### config.mk
export PLATFORM = sky130hd
export DESIGN_NAME = lut_interp_activation_pipe
export DESIGN_NICKNAME = d
export VERILOG_FILES = /design/src/rtl/lut_interp_activation_pipe_pkg.sv /design/src/rtl/act_lut_ram.sv /design/src/rtl/lut_interp_activation_pipe.sv
export SDC_FILE = /design/constraint.sdc
export NUM_CORES = 1
export LEC_CHECK = 0
export BUFFER_PORTS_ARGS = -buffer_cell sky130_fd_sc_hd__buf_2
export CAP_MARGIN = 0
export CELL_PAD_IN_SITES_DETAIL_PLACEMENT = 1
export CELL_PAD_IN_SITES_GLOBAL_PLACEMENT = 2
export CORE_ASPECT_RATIO = 0.8
export CORE_UTILIZATION = 38
export DETAILED_ROUTE_END_ITERATION = 6
export PLACE_DENSITY = 0.81
export SYNTH_ARGS = -nofsm -noshare
export SYNTH_HDL_FRONTEND = slang
export SYNTH_SLANG_ARGS = --single-unit
export TNS_END_PERCENT = 5
### constraint.sdc
create_clock -name clk -period 7.35 [get_ports clk]
set_clock_uncertainty 0.05 [all_clocks]
set_input_delay 0.3675 -clock clk [delete_from_list [all_inputs] [get_ports clk]]
set_output_delay 0.3675 -clock clk [all_outputs]
set_load 0.005 [all_outputs]
### src/rtl/lut_interp_activation_pipe_pkg.sv
// Shared activation package: default widths for the LUT-interpolated
// activation pipeline and the derivation of the fractional width.
//   DATA_W_DEFAULT : signed width of z_value, LUT entries and the result
//   ADDR_W_DEFAULT : LUT index width (LUT depth is 2**ADDR_W)
//   frac_w_of()    : number of low z_value bits used as interpolation weight
package lut_interp_activation_pipe_pkg;

   localparam int DATA_W_DEFAULT = 8;
   localparam int ADDR_W_DEFAULT = 4;

   // The upper ADDR_W bits of z_value select a segment, the remaining
   // low bits are the position inside that segment.
   function automatic int frac_w_of(input int data_w, input int addr_w);
      return data_w - addr_w;
   endfunction

endpackage

### src/rtl/act_lut_ram.sv
// Activation LUT storage with one write port and two combinational read
// ports returning the segment base and the following entry.
//   clk, rst        : clock and synchronous active-high reset (clears all entries)
//   we/waddr/wdata  : write strobe, index and data (ignored while rst is high)
//   raddr           : segment index being interpolated
//   rd_base         : LUT[raddr]
//   rd_next         : LUT[raddr+1], or LUT[raddr] for the top positive segment
module act_lut_ram
   import lut_interp_activation_pipe_pkg::*;
#(
   parameter int DATA_W = DATA_W_DEFAULT,
   parameter int ADDR_W = ADDR_W_DEFAULT
) (
   input  logic              clk,
   input  logic              rst,
   input  logic              we,
   input  logic [ADDR_W-1:0] waddr,
   input  logic [DATA_W-1:0] wdata,
   input  logic [ADDR_W-1:0] raddr,
   output logic [DATA_W-1:0] rd_base,
   output logic [DATA_W-1:0] rd_next
);

   localparam int DEPTH = 1 << ADDR_W;
   // Index of the most positive segment; the index is the signed top of
   // z_value, so incrementing past it would land on the most negative entry.
   localparam logic [ADDR_W-1:0] MAX_POS_SEG = {1'b0, {(ADDR_W-1){1'b1}}};

   logic [DATA_W-1:0] mem_reg [DEPTH];
   logic [ADDR_W-1:0] raddr_inc;

   // Entries are individually resettable, so storage is a register array.
   always_ff @(posedge clk) begin
      if (rst) begin
         for (int i = 0; i < DEPTH; i++) begin
            mem_reg[i] <= '0;
         end
      end else if (we) begin
         mem_reg[waddr] <= wdata;
      end
   end

   // Reads are combinational against pre-edge contents, so a write landing
   // on the same edge as a lookup is not visible to that lookup.
   assign raddr_inc = raddr + ADDR_W'(1);
   assign rd_base   = mem_reg[raddr];
   assign rd_next   = (raddr == MAX_POS_SEG) ? mem_reg[raddr] : mem_reg[raddr_inc];

endmodule

### src/rtl/lut_interp_activation_pipe.sv
// Piecewise-linear activation: z_value selects a LUT segment with its top
// bits and interpolates between that entry and the next with its low bits.
// Three-stage valid/ready pipeline with a single global advance enable.
//   clk, rst                   : clock, synchronous active-high reset
//   in_valid/in_ready/z_value  : input handshake and signed pre-activation
//   out_valid/out_ready/a      : output handshake and signed activation
//   lut_we/lut_waddr/lut_wdata : LUT write port, independent of the pipeline
module lut_interp_activation_pipe
   import lut_interp_activation_pipe_pkg::*;
#(
   parameter int DATA_W = DATA_W_DEFAULT,
   parameter int ADDR_W = ADDR_W_DEFAULT
) (
   input  logic                     clk,
   input  logic                     rst,
   input  logic                     in_valid,
   output logic                     in_ready,
   input  logic signed [DATA_W-1:0] z_value,
   output logic                     out_valid,
   input  logic                     out_ready,
   output logic signed [DATA_W-1:0] a,
   input  logic                     lut_we,
   input  logic [ADDR_W-1:0]        lut_waddr,
   input  logic signed [DATA_W-1:0] lut_wdata
);

   localparam int FRAC_W = frac_w_of(DATA_W, ADDR_W);
   // diff is DATA_W+1 signed, the weight FRAC_W+1 signed: product fits exactly.
   localparam int PROD_W = DATA_W + FRAC_W + 2;

   logic                     en;

   logic signed [DATA_W-1:0] lut_base;
   logic signed [DATA_W-1:0] lut_next;

   logic                     s1_valid_reg;
   logic signed [DATA_W-1:0] s1_base_reg;
   logic signed [DATA_W-1:0] s1_next_reg;
   logic [FRAC_W-1:0]        s1_rem_reg;

   logic signed [DATA_W:0]   diff_next;
   logic signed [FRAC_W:0]   rem_ext;
   logic signed [PROD_W-1:0] prod_next;

   logic                     s2_valid_reg;
   logic signed [DATA_W-1:0] s2_base_reg;
   logic signed [PROD_W-1:0] s2_prod_reg;

   logic signed [DATA_W-1:0] a_next;
   logic signed [DATA_W-1:0] a_reg;
   logic                     out_valid_reg;
   logic                     prod_unused;

   // The whole pipe moves together; it only freezes while a result sits
   // at the output unaccepted.
   assign en       = !out_valid_reg || out_ready;
   assign in_ready = en;

   act_lut_ram #(
      .DATA_W (DATA_W),
      .ADDR_W (ADDR_W)
   ) u_lut (
      .clk     (clk),
      .rst     (rst),
      .we      (lut_we),
      .waddr   (lut_waddr),
      .wdata   (lut_wdata),
      .raddr   (z_value[DATA_W-1:FRAC_W]),
      .rd_base (lut_base),
      .rd_next (lut_next)
   );

   // Extra sign bit so next-base cannot overflow.
   assign diff_next = {s1_next_reg[DATA_W-1], s1_next_reg} - {s1_base_reg[DATA_W-1], s1_base_reg};
   // Weight is an unsigned fraction; the leading zero keeps it non-negative.
   assign rem_ext   = {1'b0, s1_rem_reg};
   assign prod_next = PROD_W'(diff_next) * PROD_W'(rem_ext);

   // Arithmetic shift right by FRAC_W (floor) then truncation to DATA_W is
   // just this bit window of the product; the sum lies between base and next,
   // so wrapping addition is exact.
   assign a_next = s2_base_reg + s2_prod_reg[FRAC_W +: DATA_W];

   // Discarded product bits: below the binary point and above the result.
   assign prod_unused = ^{s2_prod_reg[PROD_W-1:FRAC_W+DATA_W], s2_prod_reg[FRAC_W-1:0]};

   always_ff @(posedge clk) begin
      if (rst) begin
         s1_valid_reg  <= 1'b0;
         s1_base_reg   <= '0;
         s1_next_reg   <= '0;
         s1_rem_reg    <= '0;
         s2_valid_reg  <= 1'b0;
         s2_base_reg   <= '0;
         s2_prod_reg   <= '0;
         out_valid_reg <= 1'b0;
         a_reg         <= '0;
      end else if (en) begin
         s1_valid_reg  <= in_valid;
         s1_base_reg   <= lut_base;
         s1_next_reg   <= lut_next;
         s1_rem_reg    <= z_value[FRAC_W-1:0];
         s2_valid_reg  <= s1_valid_reg;
         s2_base_reg   <= s1_base_reg;
         s2_prod_reg   <= prod_next;
         out_valid_reg <= s2_valid_reg;
         a_reg         <= a_next;
      end
   end

   assign out_valid = out_valid_reg;
   assign a         = a_reg;

endmodule

==> results.sh <==
export IMPL_synth_area_per_cell_sq_um=12.3
export IMPL_drc=0
export IMPL_postRouteAntennaNets=0
export IMPL_nFillCells=2912
export IMPL_grt_pass1_wl_mm=42.5
export IMPL_tightest_slew_ps=1230
export IMPL_ctsResizeCount=0
export IMPL_drv_slew=0
export IMPL_grt_max_degree=53
export IMPL_core_area_sq_um=27200
export IMPL_stdcell_count=1253
export IMPL_slowest_stage="fa_1"
export IMPL_clock_sinks=175
export IMPL_cts_tree="yes"
export IMPL_hold_buffers=0
export IMPL_worstHoldPathType="input port to flip-flop"
export IMPL_nets=953
export IMPL_ys_ff_latch=175
export IMPL_cts_path_max_buffers=2
export IMPL_netlist_area_sq_um=10500
export IMPL_relSlewSlack_pct=17.0
export IMPL_final_setup_tns_ps=0
export IMPL_worst_setup_path_type="flip-flop to flip-flop"
export IMPL_num_vias=6800
export IMPL_synth_fa_ha_area_share_pct=7.42
export IMPL_critPathBufInv=3
export IMPL_hpwl_mm=20.1
export IMPL_globalplace_congestion=0.810
export IMPL_dieArea_sq_um=28300
export IMPL_largest_register_ffs=128
export IMPL_h_tree_depth=4
export IMPL_drive_above_1_share_pct=18.2
export IMPL_max_freq_ghz=0.203
export IMPL_detail_route_vias_per_cell=5.43
export IMPL_clk_pin_slew_ps=80
export IMPL_setup_viol=0
export IMPL_grt_total_usage_pct=20.5
export IMPL_cp_cell_sequence="ha_1 > inv_1 > fa_1 > a211oi_1 > nor2_1 > nor2_1 > and2_1 > ha_1 > fa_1 > inv_1 > fa_1 > inv_1 > ha_1 > o21a_1 > o21ai_0 > a21oi_1 > nand3_1 > a2111oi_0 > a311o_1"
export IMPL_critPathLaunchType="flip-flop"
export IMPL_synth_top_family_by_area="multiplexers"
export IMPL_die_width_um=188
export IMPL_num_rows=54
export IMPL_synth_simple_gate_area_share_pct=16.6
export IMPL_diodes=0
export IMPL_syn_to_final_growth_pct=9.78
export IMPL_drtPass1Iterations=4
export IMPL_cap_violations=0
export IMPL_period_needed_ps=4920
export IMPL_grt_ovfl_total=0
export IMPL_netlist_instances=855
export IMPL_first_iter_violations=549
export IMPL_yosys_warnings=0
export IMPL_start_util_pct=38.6
export IMPL_synth_compound_area_share_pct=5.62
export IMPL_ir_drop_mv=0.159
export IMPL_yosysTopAreaCell="edfxtp_1"
export IMPL_hold_viol_final=0
export IMPL_grt_pass1_vias=6847
export IMPL_synth_flop_cell="edfxtp_1"
export IMPL_cp_data_arrival_time_ps=5240
export IMPL_synthArstFlopShare_pct=0
export IMPL_crit_family="adder cells"
export IMPL_boundaryPins=35
export IMPL_cp_end_kind="flip-flop"
export IMPL_netlist_top_cells_area="edfxtp_1 37%, mux4_2 14%, dfxtp_1 9.0%"
export IMPL_ys_types=53
export IMPL_cts_buffers=17
export IMPL_netlist_area_leader_share_pct=36.6
export IMPL_synth_seq_area_share_pct=45.6
export IMPL_required_ps=7670
export IMPL_power_density_nw_per_um2=246
export IMPL_finalWirelength_mm=27.8
export IMPL_p_leak_nw=4.37
export IMPL_cts_root_buf="clkbuf_16"
export IMPL_synth_nets=932
export IMPL_worstPathMaxFanout=4
export IMPL_status="completed"
export IMPL_synth_xor_area_share_pct=1.65
export IMPL_synth_edf_count=128
export IMPL_routedWlPerCell_um=22.2
export IMPL_finalCritPeriodShare_pct=66.9
export IMPL_placed_cells=1221
export IMPL_rsz0062_at_grt="no"
export IMPL_antenna_found_initial=0
export IMPL_synthMuxAreaShare_pct=18.2
export IMPL_port_buffers=34
export IMPL_cp_slowest_stage_delay_ps=540
export IMPL_post_cts_buffers=0
export IMPL_die_y_um=151
export IMPL_clkLatencyLatePin_ps=430
-- worst reg2reg max path, cell delays in order, from the launching register on --
cell and delay [ps]:
dfxtp_1 370, ha_1 190, inv_1 50, fa_1 420, a211oi_1 340, nor2_1 120
nor2_1 280, and2_1 180, ha_1 240, fa_1 540, inv_1 60, fa_1 530
inv_1 40, ha_1 300, o21a_1 140, o21ai_0 80, a21oi_1 180, nand3_1 140
a2111oi_0 430, a311o_1 170
-- final timing paths --
kind	to	startpoint	cells past startpoint	slack, ps
hold / removal	s1_rem_reg[1]$_SDFFE_PP0P_	z_value[1]	3	130
setup reg to reg	s2_prod_reg[11]$_SDFFE_PP0P_	s1_base_reg[0]$_SDFFE_PP0P_	19	2430
hold reg to reg	a[4]$_SDFFE_PP0P_	a[4]$_SDFFE_PP0P_	2	410
setup / recovery	s2_prod_reg[11]$_SDFFE_PP0P_	s1_base_reg[0]$_SDFFE_PP0P_	19	2430
-- stage by stage --
stage | hold slack, ps | power [mW] | area [sq um] | setup WS [ps] | utilization (%)
floorplan | 382 | 1.73 | 10500 | 2870 | -
global placement | 390 | 1.95 | 11000 | 2630 | 40.3
detailed placement | 399 | 1.96 | 11000 | 2490 | 40.3
CTS | 115 | 2.85 | 11500 | 2440 | 42.4
global route | 128 | 2.97 | 11500 | 1880 | 42.4
finish | 131 | 2.83 | 11500 | 2430 | 42.4
-- cell families (layout without fill, tap and decap cells) --
| group | count (synthesis) | after routing |
|---|---|---|
| DFF | 175 | 175 |
| adders and majority gates | 52 | 52 |
| and+or+nand+nor | 328 | 328 |
| buffers and inverters | 103 | 137 |
| muxes | 85 | 85 |
| AOI/OAI and AO/OA | 94 | 94 |
| xor gates and xnor gates | 18 | 18 |
-- cell usage after synthesis (all sizes together) (5+ instances only) --
library cell  count
edfxtp          128
mux4             80
a211oi            7
nor3              8
nand4b            7
clkbuf           31
and2            145
nand3             9
xnor2            13
buf              18
xor2              5
nor3b             5
dfxtp            47
nor2             42
a21oi            39
nor2b             6
inv              52
nand2            89
a311oi            6
o21ai            21
ha               35
fa               17
-- cell usage in the layout, fill, tap and decap left out, types with 3 or more instances in the layout --
cell / n
nand3_1: 9
nor3b_1: 5
nor2_1: 42
o21a_1: 4
buf_2: 33
mux4_1: 15
or2_2: 4
or3_1: 3
inv_8: 3
nor3_1: 7
buf_4: 19
dfxtp_1: 47
inv_1: 51
and2_1: 145
a21o_1: 4
mux2i_1: 3
mux4_2: 65
inv_6: 5
xor2_1: 4
a311oi_1: 6
nor2b_1: 5
a211oi_1: 7
a21oi_1: 39
clkbuf_16: 17
fa_1: 17
edfxtp_1: 128
ha_1: 34
nand4b_1: 7
nand2_1: 89
o21ai_0: 21
xnor2_1: 12
-- final cells by class --
cell class                 instances  area, sq um  share of cell area (%)
sequential                       175         4780                    41.6
inverter                          53          199                    1.73
timing repair buffer              52          308                    2.67
multi-input combinational        577         5200                    45.2
clock inverter                    12          118                    1.02
tap                              364          455                    3.96
clock buffer                      20          447                    3.88
-- where the power goes --
part	switching [mW]	leakage [nW]	internal [mW]	total (mW)
Sequential	0.0598	1.61	1.15	1.21
Clock	0.431	0.271	0.459	0.890
Combinational	0.409	2.49	0.323	0.731
-- layer usage --
| layer | up-vias | GRT usage (%) | share of wire, % |
|---|---|---|---|
| met3 | 28 | 3.71 | 4.5 |
| met4 | 0 | 5.04 | 1.4 |
| met2 | 135 | 32.3 | 46 |
| li1 | 3141 | - | - |
| met1 | 3496 | 29.4 | 48 |
| met5 | - | 0 | 0 |
Note: power is estimated with default switching activity, not from simulation.
